==> config.mk <==
export PLATFORM = sky130hd
export DESIGN_NAME = alu_exec_stage
export DESIGN_NICKNAME = d
export VERILOG_FILES = /design/src/rtl/alu_exec_pkg.sv /design/src/rtl/alu_exec_stage_mul.sv /design/src/rtl/alu_exec_stage.sv
export SDC_FILE = /design/constraint.sdc
export NUM_CORES = 1
export LEC_CHECK = 0
export BUFFER_PORTS_ARGS = -buffer_cell sky130_fd_sc_hd__clkbuf_2
export CAP_MARGIN = 20
export CORE_ASPECT_RATIO = 1.2
export CORE_UTILIZATION = 53
export DETAILED_ROUTE_END_ITERATION = 8
export GPL_TIMING_DRIVEN = 0
export PLACE_DENSITY = 0.75
export SKIP_CTS_REPAIR_TIMING = 1
export SLEW_MARGIN = 20
export SYNTH_ARGS = -nofsm -noshare
export SYNTH_HDL_FRONTEND = slang
export SYNTH_SLANG_ARGS = --single-unit
export TNS_END_PERCENT = 50
==> constraint.sdc <==
create_clock -name clk -period 2.7 [get_ports clk]
set_input_delay 0.27 -clock clk [delete_from_list [all_inputs] [get_ports clk]]
set_output_delay 0.27 -clock clk [all_outputs]
set_load 0.01 [all_outputs]
==> src/rtl/alu_exec_pkg.sv <==
// Shared constants for the nibble-processor execute stage: opcodes, FSM states
// and the default datapath width.
package alu_exec_pkg;

  localparam int DEFAULT_WIDTH = 4;

  typedef enum logic [2:0] {
    OP_PASS = 3'b000,
    OP_ADD  = 3'b001,
    OP_SUB  = 3'b010,
    OP_NAND = 3'b011,
    OP_CMP  = 3'b100,
    OP_MUL  = 3'b101,
    OP_ADC  = 3'b110,
    OP_NOP  = 3'b111
  } op_e;

  typedef enum logic {
    ST_IDLE = 1'b0,
    ST_MUL  = 1'b1
  } state_e;

endpackage

==> src/rtl/alu_exec_stage_mul.sv <==
// Unsigned shift-add multiplier: load latches the operands, each step adds one
// partial product; done flags the step whose prod_next is the final product.
module mul_shift_add
  import alu_exec_pkg::*;
#(
  parameter int WIDTH = DEFAULT_WIDTH
) (
  input  logic               clk,
  input  logic               reset,
  input  logic               load,
  input  logic               step,
  input  logic [WIDTH-1:0]   a,
  input  logic [WIDTH-1:0]   b,
  output logic [2*WIDTH-1:0] prod_next,
  output logic               done
);

  localparam int CW = $clog2(WIDTH + 1);

  logic [2*WIDTH-1:0] mcand_q, mcand_d;
  logic [2*WIDTH-1:0] prod_q, prod_d;
  logic [WIDTH-1:0]   mplier_q, mplier_d;
  logic [CW-1:0]      cnt_q, cnt_d;

  // NOTE: every always_comb output gets a default first, so no path can infer a latch.
  always_comb begin
    mcand_d   = mcand_q;
    prod_d    = prod_q;
    mplier_d  = mplier_q;
    cnt_d     = cnt_q;
    prod_next = prod_q + (mplier_q[0] ? mcand_q : '0);
    done      = step && (cnt_q == CW'(WIDTH - 1));
    if (load) begin
      mcand_d  = {{WIDTH{1'b0}}, a};
      mplier_d = b;
      prod_d   = '0;
      cnt_d    = '0;
    end else if (step) begin
      prod_d   = prod_next;
      mcand_d  = mcand_q << 1;
      mplier_d = mplier_q >> 1;
      cnt_d    = cnt_q + 1'b1;
    end
  end

  // NOTE: sequential state uses non-blocking assignments so all flops update together.
  always_ff @(posedge clk) begin
    if (!reset) begin
      mcand_q  <= '0;
      prod_q   <= '0;
      mplier_q <= '0;
      cnt_q    <= '0;
    end else begin
      mcand_q  <= mcand_d;
      prod_q   <= prod_d;
      mplier_q <= mplier_d;
      cnt_q    <= cnt_d;
    end
  end

endmodule

==> src/rtl/alu_exec_stage.sv <==
// Execute stage: combines the accumulator with a bus operand, owns the carry and
// zero flags and pulses acc_en once per committed result.
module alu_exec_stage
  import alu_exec_pkg::*;
#(
  parameter int WIDTH = DEFAULT_WIDTH
) (
  input  logic             clk,
  input  logic             reset,
  input  logic             start,
  input  logic [2:0]       op,
  input  logic [WIDTH-1:0] acc_in,
  input  logic [WIDTH-1:0] operand,
  output logic [WIDTH-1:0] result,
  output logic             acc_en,
  output logic             busy,
  output logic             carry,
  output logic             zero
);

  state_e             state_q, state_d;
  logic [WIDTH-1:0]   result_q, result_d;
  logic               acc_en_q, acc_en_d;
  logic               carry_q, carry_d;
  logic               zero_q, zero_d;

  logic               mul_load, mul_step, mul_done;
  logic [2*WIDTH-1:0] mul_prod;
  logic [WIDTH:0]     sum_add, sum_adc, diff;

  mul_shift_add #(.WIDTH(WIDTH)) u_mul (
    .clk       (clk),
    .reset     (reset),
    .load      (mul_load),
    .step      (mul_step),
    .a         (acc_in),
    .b         (operand),
    .prod_next (mul_prod),
    .done      (mul_done)
  );

  always_comb begin
    state_d  = state_q;
    result_d = result_q;
    acc_en_d = 1'b0;
    carry_d  = carry_q;
    zero_d   = zero_q;
    mul_load = 1'b0;
    mul_step = 1'b0;
    sum_add  = {1'b0, acc_in} + {1'b0, operand};
    sum_adc  = sum_add + {{WIDTH{1'b0}}, carry_q};
    // The borrow out of the extended subtraction is the inverse of A>=B.
    diff     = {1'b0, acc_in} - {1'b0, operand};

    unique case (state_q)
      ST_IDLE: begin
        if (start) begin
          unique case (op_e'(op))
            OP_PASS: begin
              result_d = operand;
              zero_d   = (operand == '0);
              acc_en_d = 1'b1;
            end
            OP_ADD: begin
              {carry_d, result_d} = sum_add;
              zero_d   = (sum_add[WIDTH-1:0] == '0);
              acc_en_d = 1'b1;
            end
            OP_SUB: begin
              result_d = diff[WIDTH-1:0];
              carry_d  = ~diff[WIDTH];
              zero_d   = (diff[WIDTH-1:0] == '0);
              acc_en_d = 1'b1;
            end
            OP_NAND: begin
              result_d = ~(acc_in & operand);
              carry_d  = 1'b0;
              zero_d   = ((acc_in & operand) == '1);
              acc_en_d = 1'b1;
            end
            OP_CMP: begin
              carry_d = ~diff[WIDTH];
              zero_d  = (diff[WIDTH-1:0] == '0);
            end
            OP_MUL: begin
              mul_load = 1'b1;
              state_d  = ST_MUL;
            end
            OP_ADC: begin
              {carry_d, result_d} = sum_adc;
              zero_d   = (sum_adc[WIDTH-1:0] == '0);
              acc_en_d = 1'b1;
            end
            OP_NOP: ;
            default: ;
          endcase
        end
      end
      ST_MUL: begin
        mul_step = 1'b1;
        if (mul_done) begin
          result_d = mul_prod[WIDTH-1:0];
          carry_d  = |mul_prod[2*WIDTH-1:WIDTH];
          zero_d   = (mul_prod[WIDTH-1:0] == '0);
          acc_en_d = 1'b1;
          state_d  = ST_IDLE;
        end
      end
      default: state_d = ST_IDLE;
    endcase
  end

  always_ff @(posedge clk) begin
    if (!reset) begin
      state_q  <= ST_IDLE;
      result_q <= '0;
      acc_en_q <= 1'b0;
      carry_q  <= 1'b0;
      zero_q   <= 1'b0;
    end else begin
      state_q  <= state_d;
      result_q <= result_d;
      acc_en_q <= acc_en_d;
      carry_q  <= carry_d;
      zero_q   <= zero_d;
    end
  end

  assign result = result_q;
  assign acc_en = acc_en_q;
  assign busy   = (state_q == ST_MUL);
  assign carry  = carry_q;
  assign zero   = zero_q;

endmodule

Yosys cells after proc, flatten, opt, wreduce, memory -nomap -nowiden
Cells that the tools add are included. W data, S select, Z words.

Register bits: 31. Output and inout port bits: 8. Input bits: 14. Word-level logic and storage cells: 75.

Mux-type cells: 27. Eq/ne operators: 13. Bitwise operators: 5. Reduce and logical (&&, ||, !) cells: 15. Add/sub/neg operators: 5.

Operators by type and width (number): $mux W4 (6); $logic_not A4 Y1 (5); $pmux W4 S5 (1); $mux W1 (12); $eq A3 B2 Y1 const B (3); $eq A3 B3 Y1 const B (3); $reduce_and A3 Y1 (3); $add A8 B8 Y8 (1); $mux W8 (1); $pmux W1 S2 (4); $pmux W4 S2 (1); $ne A6 B1 Y1 const B (1); $ne A6 B2 Y1 const B (1); $add A4 B4 Y5 (1); $add A5 B1 Y5 (1); $ne A5 B2 Y1 const B (1); $pmux W1 S5 (1); $reduce_or A5 Y1 (1); $sub A4 B4 Y5 (1); $and A4 B4 Y4 (1); $eq A4 B4 Y1 const B (1); $not A4 Y4 (1); $pmux W1 S4 (1); $reduce_or A2 Y1 (2); other kinds (9) (11).

Depth between registers and ports, before layout
Gate-level depths: netlist of run 1.

Depth after elaboration: 6. Gate-level depth with buffers: 10. Gate-level depth less buffers: 10.

Modules after synthesis
Synthesis of run 1 repeated with hierarchy kept, for this count alone.

Cell total of the unflattened synthesis: 301. Area total of the unflattened synthesis: 2481.1 um2.

By module, submodules not included: mul_shift_add (instances 1, sequential area each 460.4 um2, area each 1375.1 um2, cells each 156); alu_exec_stage (instances 1, sequential area each 160.2 um2, area each 1106.1 um2, cells each 145).

Least setup slack after synthesis of run 1
OpenSTA, ideal clock, no wires.

Path type: input-to-reg. Start point: input acc_in[0]. End point: register zero_q (netlist: zero). Required time: 2.630 ns. Slack: 0.407 ns. Cell stages on the path: 9. Library setup time: 0.070 ns. Data arrival time: 2.223 ns. Path buffers: 0. Cells stage by stage: ha_1 > inv_1 > fa_1 > inv_1 > ha_1 > or4_1 > nor3b_1 > a211oi_1 > a21oi_1.

Cells in the longest elaborated chain, start to end: 6. Elaborated cells between the ends (all ways): 11. Classes of those cells: add/sub (3); eq/ne (1); mux (3); bitwise (1); reduce/logical (3).

Ends and longest elaborated chain: from (decl) (RTL line alu_exec_stage.sv:12) `input logic [WIDTH-1:0] acc_in,`; $add A4 B4 Y5 (RTL line alu_exec_stage.sv:50) `sum_add = {1'b0, acc_in} + {1'b0, operand};`; $add A5 B1 Y5 (RTL line alu_exec_stage.sv:51) `sum_adc = sum_add + {{WIDTH{1'b0}}, carry_q};`; $logic_not A4 Y1 (RTL line alu_exec_stage.sv:91) `zero_d = (sum_adc[WIDTH-1:0] == '0);`; $pmux W1 S5 (*) (RTL line alu_exec_stage.sv:58) `unique case (op_e'(op))`; $mux W1 (*) (RTL line alu_exec_stage.sv:57) `if (start) begin`; $pmux W1 S2 (*) (RTL line alu_exec_stage.sv:55) `unique case (state_q)`; to (signal assigned) (RTL line alu_exec_stage.sv:125) `zero_q <= zero_d;`; to (decl) (RTL line alu_exec_stage.sv:25) `logic zero_q, zero_d;`.

Every way passes the cells marked *; elsewhere a longest branch is shown, timed or not. The select of a mux whose other input is x is not followed. A chain may end at the register's enable or synchronous reset.

Final worst setup path of run 1
Start point: register u_mul.mplier_q[0]. End point: register u_mul.prod_q[6].

Cells in the longest elaborated chain, start to end: 2.

Ends and longest elaborated chain: from (decl) (RTL line alu_exec_stage_mul.sv:22) `logic [WIDTH-1:0] mplier_q, mplier_d;`; from (signal assigned) (RTL line alu_exec_stage_mul.sv:56) `mplier_q <= mplier_d;`; $mux W8 (RTL line alu_exec_stage_mul.sv:31) `prod_next = prod_q + (mplier_q[0] ? mcand_q : '0);`; $add A8 B8 Y8 (RTL line alu_exec_stage_mul.sv:31); to (signal assigned) (RTL line alu_exec_stage_mul.sv:55) `prod_q <= prod_d;`; to (decl) (RTL line alu_exec_stage_mul.sv:21) `logic [2*WIDTH-1:0] prod_q, prod_d;`.

No other way between the ends.

==> qor.csv, run 1 <==
stage,metric,value,unit
global_route,grt_max_degree,11,
routing,drtIter0Drc,121,
timing,fmaxAchievable,396.9,MHz
timing,rsz0062_at_grt,no,
floorplanning,dieArea,4795,um2
logic_synthesis,synth_edf_count,0,
global_route,grt-ovfl-total,0,
place,place_hpwl,4611,um
routing,top_layer,met4,
setup_path,cp.required,2930,ps
timing,slew_viol_final,0,
cells_and_area,area_growth,11.96,%
setup_path,reg2reg_depth,10,
setup_path,r2r_start,u_mul.mplier_q[0],
timing,setup_viol,0,
logic_synthesis,ys_seq_area_frac,0.2590,
routing,vias,2223,
global_route,grt.total_usage,0.2633,
floorplanning,io_pins,22,
timing,worst_slew_pin_slew,612.7,ps
setup_path,reg2reg_to,u_mul.prod_q[6],
logic_synthesis,async_flop_share,0,
logic_synthesis,ys_types,60,
clock_tree,cts_sinks,31,
job,cap_violations,0,
logic_synthesis,yosys_warnings,0,
cells_and_area,finalNetCount,366,
routing,wl_met2,2939,um
logic_synthesis,synth_flop_cell,dfxtp_1,
logic_synthesis,synth_nets,340,
floorplanning,dieWidth,63.38,um
logic_synthesis,synthesis.area,2396,um2
routing,drt_first_pass_iters,5,
power,p_leak,1.171,nW
clock_tree,tritoncts,built,
place,place_congestion,0.9049,
clock_tree,clock_latency,290,ps
timing,skew,12.13,ps
floorplanning,initial_utilization,0.5580,
global_route,antenna_found_initial,0,
cells_and_area,drive_gt1_frac,0.1360,
clock_tree,clk_pin_slew,70,ps
routing,drc,0,
power,cellPowerDensity,454.8,nW/um2
setup_path,start_kind,flip-flop,
min_path,hold_class,input port to flip-flop,
setup_path,critPathKind,flip-flop to flip-flop,
clock_tree,htreeDepth,2,
floorplanning,rows,26,
power,peakVddDrop,0.2939,mV
power,switching_power,345.4,uW
logic_synthesis,ys_ff_latch,31,
place,io_buffer_count,19,
timing,post-route-min-period,2519,ps
timing,whs,382.4,ps
clock_tree,cts.path.max_buffers,2,
routing,routed_wl,5930,um
power,p_comb_frac,0.209,
setup_path,cp_max_fo,9,
status,outcome,finished clean,
global_route,grt_pass1_wl,9680,um
cells_and_area,final_util,0.6247,
clock_tree,cts_made_buffers,5,
power,switching_share,0.2831,
clock_tree,clock-root-buffer,clkbuf_8,
power,seqPwrFrac,0.395,
timing,fin_tns_setup,0,ps
timing,relSlewSlack,0.5915,
setup_path,end_kind,flip-flop,
floorplanning,die-height,75.66,um
logic_synthesis,syn_inst,304,
routing,m1WireLength,2564,um
power,total_power,1.220,mW
power,p_int,874.6,uW
logic_synthesis,avgSynthCellArea,7.882,um2
setup_path,reg2reg_slack,180,ps
routing,ant_nets,0,
timing,finalHoldViolCount,0,
routing,viasPerCell,5.744,
setup_path,startpoint,u_mul.mplier_q[0],
cells_and_area,n_antenna_cell,0,
floorplanning,core-area,4294,um2
power,clockPowerShare,0.396,
timing,fin_crit_sh,0.9331,
setup_path,arrival,2750,ps
global_route,first_global_vias,2048,
routing,wl_per_cell,15.32,um
routing,met3_length,273,um
setup_path,endpoint,u_mul.prod_q[6],
power groups by stage:
stage	clock network [mW]	logic, mW	registers (mW)
5_1_grt	0.510	0.283	0.484
6_report	0.483	0.255	0.482
2_1_floorplan	0	0.176	0.495
3_3_place_gp	0	0.250	0.492
4_1_cts	0.489	0.254	0.482
3_5_place_dp	0	0.252	0.492
logic make-up after synthesis:
| logic type | Yosys count | share of synthesized area |
|---|---|---|
| buf+inv | 35 | 0.05953 |
| xor+xnor | 13 | 0.05065 |
| mux | 14 | 0.05953 |
| fa+ha+maj | 22 | 0.1243 |
| compound gates | 84 | 0.2246 |
| simple gates | 105 | 0.2224 |
| flops | 31 | 0.2590 |
per-layer routing:
layer | global-route usage | vias up
met1 | 0.3196 | 1013
li1 | - | 1124
met4 | 0.1187 | 0
met3 | 0.03743 | 15
met5 | 0 | -
met2 | 0.4669 | 71
how the worst min path moves through the flow:
stage	startpoint	endpoint	slack, ps	depth (start not counted)
6_report	acc_in[0]	u_mul.mcand_q[0]	380	5
5_1_grt	reset	result[3]	440	3
4_1_cts	acc_in[0]	u_mul.mcand_q[0]	400	5
3_5_place_dp	u_mul.cnt_q[2]	u_mul.cnt_q[2]	480	2
3_3_place_gp	u_mul.prod_q[2]	u_mul.prod_q[2]	470	2
2_1_floorplan	u_mul.prod_q[2]	u_mul.prod_q[2]	450	2
placed cells by master (no fill, tap or decap), types with 4 or more instances in the layout:
cell / instances
clkbuf_1: 8
nand3_1: 5
inv_1: 19
nor2b_1: 4
ha_1: 19
xnor2_1: 7
nor2_1: 34
a31oi_1: 5
a21oi_1: 21
clkbuf_2: 19
a211oi_1: 5
nand2_1: 25
dfxtp_1: 31
and2_1: 14
mux2i_1: 12
xor2_1: 5
o21ai_0: 8
clkbuf_8: 6
o21ai_1: 15
Yosys cell counts, types with 2 or more instances:
library cell / count / area share
xnor2_1: 7 / 0.026
o221ai_1: 2 / 0.0073
ha_1: 19 / 0.099
a21o_1: 3 / 0.0094
nand3_2: 2 / 0.0084
nand3_1: 5 / 0.010
and2_1: 14 / 0.037
buf_2: 3 / 0.0063
dfxtp_1: 31 / 0.26
inv_1: 19 / 0.030
nand4_1: 2 / 0.0052
a21oi_1: 22 / 0.046
nand2b_1: 2 / 0.0052
xor2_1: 5 / 0.018
nor2_1: 34 / 0.053
or3_1: 2 / 0.0052
nand2_1: 25 / 0.039
a211oi_1: 5 / 0.016
or4_1: 2 / 0.0063
and3_1: 2 / 0.0052
mux2i_1: 12 / 0.050
fa_1: 3 / 0.025
o211ai_1: 3 / 0.0094
o22ai_1: 3 / 0.0078
buf_1: 3 / 0.0047
a31oi_1: 5 / 0.013
o21ai_0: 8 / 0.017
o21ai_1: 15 / 0.031
o22a_1: 2 / 0.0073
nor3_1: 3 / 0.0063
nor2b_1: 4 / 0.010
o2111ai_1: 2 / 0.0073
clkbuf_1: 8 / 0.013
state kept, by name, summed over array words and instances, names as in the netlist:
signal	count
acc_en	1
busy	1
carry	1
result	4
u_mul.cnt_q	3
u_mul.mcand_q	8
u_mul.mplier_q	4
u_mul.prod_q	8
zero	1
critical path, stage by stage, from the launching register on:
cell and delay (ps):
dfxtp_1 470, and2_1 180, ha_1 210, inv_1 70, fa_1 390, nand2b_1 200
a21oi_2 240, a21o_1 140, a21oi_1 70, or4_1 410, nand3_1 80
area by class of cell:
cell class / instances / area [um2]
Clock buffer: 6 / 82.58
Tap cell: 56 / 70.07
Timing Repair Buffer: 19 / 95.09
Buffer: 15 / 67.56
Fill cell: 414 / 1612
Inverter: 20 / 75.07
Clock inverter: 2 / 35.03
Sequential cell: 31 / 620.6
Multi-Input combinational cell: 238 / 1637
stage by stage:
stage	instances	worst slack [ps]	area [um2]
CTS	387	112.3	2679
global route	387	19.62	2683
finish	387	180.6	2683
global placement	379	17.96	2561
floorplan	304	407.5	2396
detailed placement	379	24.74	2561
Power figures use the tool's default switching activity.
==> run 2: changes to the inputs <==
Settings changed: PLACE_DENSITY 0.75 to 0.78.
Clock period 2.7 ns to 2.3 ns, I/O delays scaled along.
==> qor.csv, run 2 (synthesis gave the netlist of run 1 again) <==
stage,metric,value,unit
place,io_buffer_count,19,
status,outcome,finished clean,
routing,drtIter0Drc,148,
routing,vias,2295,
cells_and_area,n_antenna_cell,0,
routing,viasPerCell,5.885,
place,place_hpwl,4747,um
global_route,grt.total_usage,0.2818,
setup_path,reg2reg_depth,10,
timing,fmaxAchievable,446.0,MHz
setup_path,cp_max_fo,4,
place,placed_cells,379,
place,place_congestion,0.9492,
global_route,first_global_vias,2194,
global_route,antenna_found_initial,0,
cells_and_area,final_common_cell,nor2_1,
timing,post-route-min-period,2242,ps
place,dp_worst_setup_slack,-406.0,ps
clock_tree,htreeDepth,2,
clock_tree,clock-root-buffer,clkbuf_8,
setup_path,cp.required,2520,ps
timing,fin_tns_setup,0,ps
cells_and_area,fillers,393,
power,peakVddDrop,0.2523,mV
routing,drt_first_pass_iters,4,
timing,relSlewSlack,0.5573,
cells_and_area,drive_gt1_frac,0.1796,
cells_and_area,final_cell_mix,"34 x nor2_1, 29 x dfxtp_1, 25 x nand2_1",
routing,routed_wl,6361,um
floorplanning,dieArea,4795,um2
clock_tree,tritoncts,built,
clock_tree,cts_sinks,31,
cells_and_area,final_util,0.6495,
global_route,grt-ovfl-total,0,
setup_path,start_kind,input port,
cells_and_area,area_growth,16.40,%
power,p_leak,1.200,nW
global_route,grt_max_degree,11,
floorplanning,rows,26,
timing,whs,374.0,ps
routing,drc,0,
timing,finalHoldViolCount,0,
timing,worst_slew_pin_slew,664.0,ps
cells_and_area,finalNetCount,369,
clock_tree,cts_made_buffers,5,
timing,worst_slack,57.87,ps
clock_tree,clock_latency,280,ps
floorplanning,die-height,75.66,um
clock_tree,cts.path.max_buffers,2,
min_path,hold_depth,4,
timing,setup_viol,0,
global_route,grt_pass1_wl,10240,um
routing,wl_per_cell,16.31,um
floorplanning,dieWidth,63.38,um
floorplanning,io_pins,22,
setup_path,critPathKind,input port to flip-flop,
routing,ant_nets,0,
timing,fin_crit_sh,0.9748,
floorplanning,initial_utilization,0.5580,
setup_path,arrival,2460,ps
place,dpl_cell_area,2561,um2
cells_and_area,fin_cells,390,
timing,skew,3.539,ps
cells_and_area,stdcell_area,2789,um2
min_path,hold_class,input port to flip-flop,
job,cap_violations,0,
floorplanning,core-area,4294,um2
clock_tree,clk_pin_slew,70,ps
timing,slew_viol_final,0,
power,total_power,1.443,mW
setup_path,end_kind,flip-flop,
cells_and_area,top_regs,"u_mul.mcand_q: 8 flops, u_mul.prod_q: 8 flops",
power,cellPowerDensity,517.2,nW/um2
[run 2: cell count changes in the layout (fill, tap and decap cells not counted), sizes merged]
cell / previous run / this run
buf: 7 / 11
clkbuf: 33 / 32
[run 2: report_power, final]
part | leakage (nW) | internal (mW) | total [mW] | switching [mW]
Combinational | 0.886 | 0.127 | 0.315 | 0.188
Sequential | 0.253 | 0.553 | 0.566 | 0.0126
Clock | 0.0612 | 0.350 | 0.562 | 0.211
Total | 1.20 | 1.03 | 1.44 | 0.412
[run 2: final cells by class]
type                    instances  area [um2]  share of cell area
multi-input cells             238        1709              0.6128
inverters                      20       75.07             0.02692
plain buffers                  15       67.56             0.02423
flip-flops and latches         31       625.6              0.2243
repair buffers                 22       123.9             0.04441
clock buffers                   6       82.58             0.02961
well taps                      56       70.07             0.02512
clock inverters                 2       35.03             0.01256
[run 2: path summary, 6_finish.rpt]
check	end	slack [ps]	start
worst max-delay path	zero	60	acc_in[0]
worst min-delay path	u_mul.mplier_q[0]	370	operand[0]
worst max register to register	u_mul.prod_q[6]	90	u_mul.mplier_q[0]
worst min register to register	u_mul.cnt_q[2]	480	u_mul.cnt_q[2]
[run 2: layer usage]
layer  track usage  wire [um]  vias up
met5             0          0        -
met4        0.1919        256        0
met3       0.04641        316       25
met2        0.4976       3219       99
met1        0.3162       2568     1043
li1              -          -     1128
[run 2: critical path: stages]
cell and delay (ps):
clkbuf_2 120, ha_4 150, inv_1 60, fa_2 620
inv_1 70, ha_2 200, xor2_1 170, or4_4 450
o22ai_2 160, a211oi_1 90, a21oi_1 140
==> run 3: changes to the inputs <==
Settings changed: PLACE_DENSITY 0.78 to 0.75.
Clock period 2.3 ns to 2.9 ns, I/O delays scaled along.
==> qor.csv, run 3 (synthesis gave the netlist of run 1 again) <==
stage,metric,value,unit
status,outcome,finished clean,
power,cellPowerDensity,424.0,nW/um2
global_route,grt-ovfl-total,0,
timing,post-route-min-period,2620,ps
routing,drt_first_pass_iters,4,
cells_and_area,final_common_cell,nor2_1,
clock_tree,htreeDepth,2,
floorplanning,core-area,4294,um2
clock_tree,cts_made_buffers,5,
global_route,met1_usage,0.3196,
floorplanning,dieWidth,63.38,um
clock_tree,cts_sinks,31,
routing,viasPerCell,5.749,
cells_and_area,top_regs,"u_mul.mcand_q: 8 flops, u_mul.prod_q: 8 flops",
global_route,first_global_vias,2048,
power,switching_power,321.4,uW
global_route,met2_usage,0.4669,
floorplanning,io_pins,22,
cells_and_area,finalNetCount,366,
timing,fin_tns_setup,0,ps
floorplanning,die-height,75.66,um
routing,drc,0,
setup_path,cp_slowest_cell,dfxtp_1,
cells_and_area,drive_gt1_frac,0.1329,
place,dpl_cell_area,2561,um2
clock_tree,clock-root-buffer,clkbuf_8,
cells_and_area,fillers,416,
floorplanning,initial_utilization,0.5580,
clock_tree,clk_pin_slew,70,ps
place,io_buffer_count,19,
job,cap_violations,0,
power,p_int,814.3,uW
clock_tree,tritoncts,built,
place,place_congestion,0.9049,
routing,vias,2225,
timing,skew,10.88,ps
global_route,grt.total_usage,0.2633,
setup_path,critPathMaxStageDelay,480,ps
setup_path,cp.required,3130,ps
timing,worst_slew_pin_slew,615.3,ps
timing,fmaxAchievable,381.6,MHz
power,p_comb_frac,0.209,
setup_path,start_kind,flip-flop,
power,switching_share,0.2830,
power,peakVddDrop,0.2738,mV
setup_path,critPathKind,flip-flop to flip-flop,
routing,ant_nets,0,
timing,setup_viol,0,
cells_and_area,stdcell_area,2679,um2
clock_tree,cts.path.max_buffers,2,
place,dp_worst_setup_slack,204.7,ps
setup_path,crit_chain,"and2_1, ha_1, inv_1, fa_1, nand2b_1, a21oi_1, a21o_1, a21oi_1, or4_1, nand3_1",
timing,worst_slack,279.6,ps
cells_and_area,n_antenna_cell,0,
power,seqPwrFrac,0.395,
global_route,antenna_found_initial,0,
min_path,hold_class,input port to flip-flop,
setup_path,arrival,2850,ps
routing,wl_per_cell,15.32,um
setup_path,end_kind,flip-flop,
clock_tree,clock_latency,290,ps
global_route,grt_pass1_wl,9680,um
power,p_leak,1.171,nW
timing,finalHoldViolCount,0,
global_route,top_usage_layer,met2,
routing,drtIter0Drc,107,
cells_and_area,final_cell_mix,"34 x nor2_1, 31 x dfxtp_1, 25 x nand2_1",
power,clockPowerShare,0.396,
floorplanning,dieArea,4795,um2
place,place_hpwl,4611,um
global_route,gr-usage-met3,0.03743,
timing,slew_viol_final,0,
setup_path,cp_max_fo,9,
setup_path,cp_common_cell,a21oi_1,
global_route,grt_max_degree,11,
timing,rsz0062_at_grt,no,
cells_and_area,area_growth,11.80,%
timing,fin_crit_sh,0.9036,
routing,routed_wl,5928,um
floorplanning,rows,26,
timing,relSlewSlack,0.5898,
run 3: final cells by class:
type	instances	area, um2	area share
flip-flops and latches	31	620.6	0.2317
multi-input cells	238	1633	0.6095
plain buffers	15	67.56	0.02522
clock buffers	6	82.58	0.03083
inverters	20	75.07	0.02802
well taps	56	70.07	0.02616
repair buffers	19	95.09	0.03550
clock inverters	2	35.03	0.01308
run 3: power by group through the flow:
stage,Clock (mW),Sequential [mW],Combinational (mW)
after CTS,0.455,0.449,0.236
after floorplan,0,0.460,0.164
after global routing,0.474,0.450,0.263
after detailed placement,0,0.459,0.235
after global placement,0,0.458,0.233
final,0.450,0.449,0.237
run 3: path summary, 6_finish.rpt:
kind | end | slack (ps) | from | depth (start not counted)
hold reg to reg | u_mul.cnt_q[2] | 490 | u_mul.cnt_q[2] | 2
setup / recovery | u_mul.prod_q[6] | 280 | u_mul.mplier_q[0] | 10
hold / removal | u_mul.mcand_q[0] | 400 | acc_in[0] | 5
setup reg to reg | u_mul.prod_q[6] | 280 | u_mul.mplier_q[0] | 10
run 3: per-layer routing:
| layer | vias up | share of wire |
|---|---|---|
| met3 | 15 | 0.053 |
| met4 | 0 | 0.026 |
| met1 | 1010 | 0.43 |
| met5 | - | 0 |
| met2 | 75 | 0.49 |
| li1 | 1125 | - |
run 3: per-stage QoR:
stage | cells | power [mW] | utilization | hold slack (ps)
after floorplan | 304 | 0.6244 | - | 449.7
after global placement | 379 | 0.6906 | 0.5964 | 467.0
after detailed placement | 379 | 0.6934 | 0.5964 | 477.6
after CTS | 387 | 1.141 | 0.6238 | 416.3
after global routing | 387 | 1.188 | 0.6238 | 461.3
final | 387 | 1.136 | 0.6238 | 401.9
run 3: critical path: cells and delay by family (launching register included):
family	cells	cell delay (ps)
adder cells (fa/ha/maj)	2	600
AO/OA/AOI/OAI	3	580
flip-flops	1	480
AND/OR/NAND/NOR	4	840
buffers and inverters	1	70
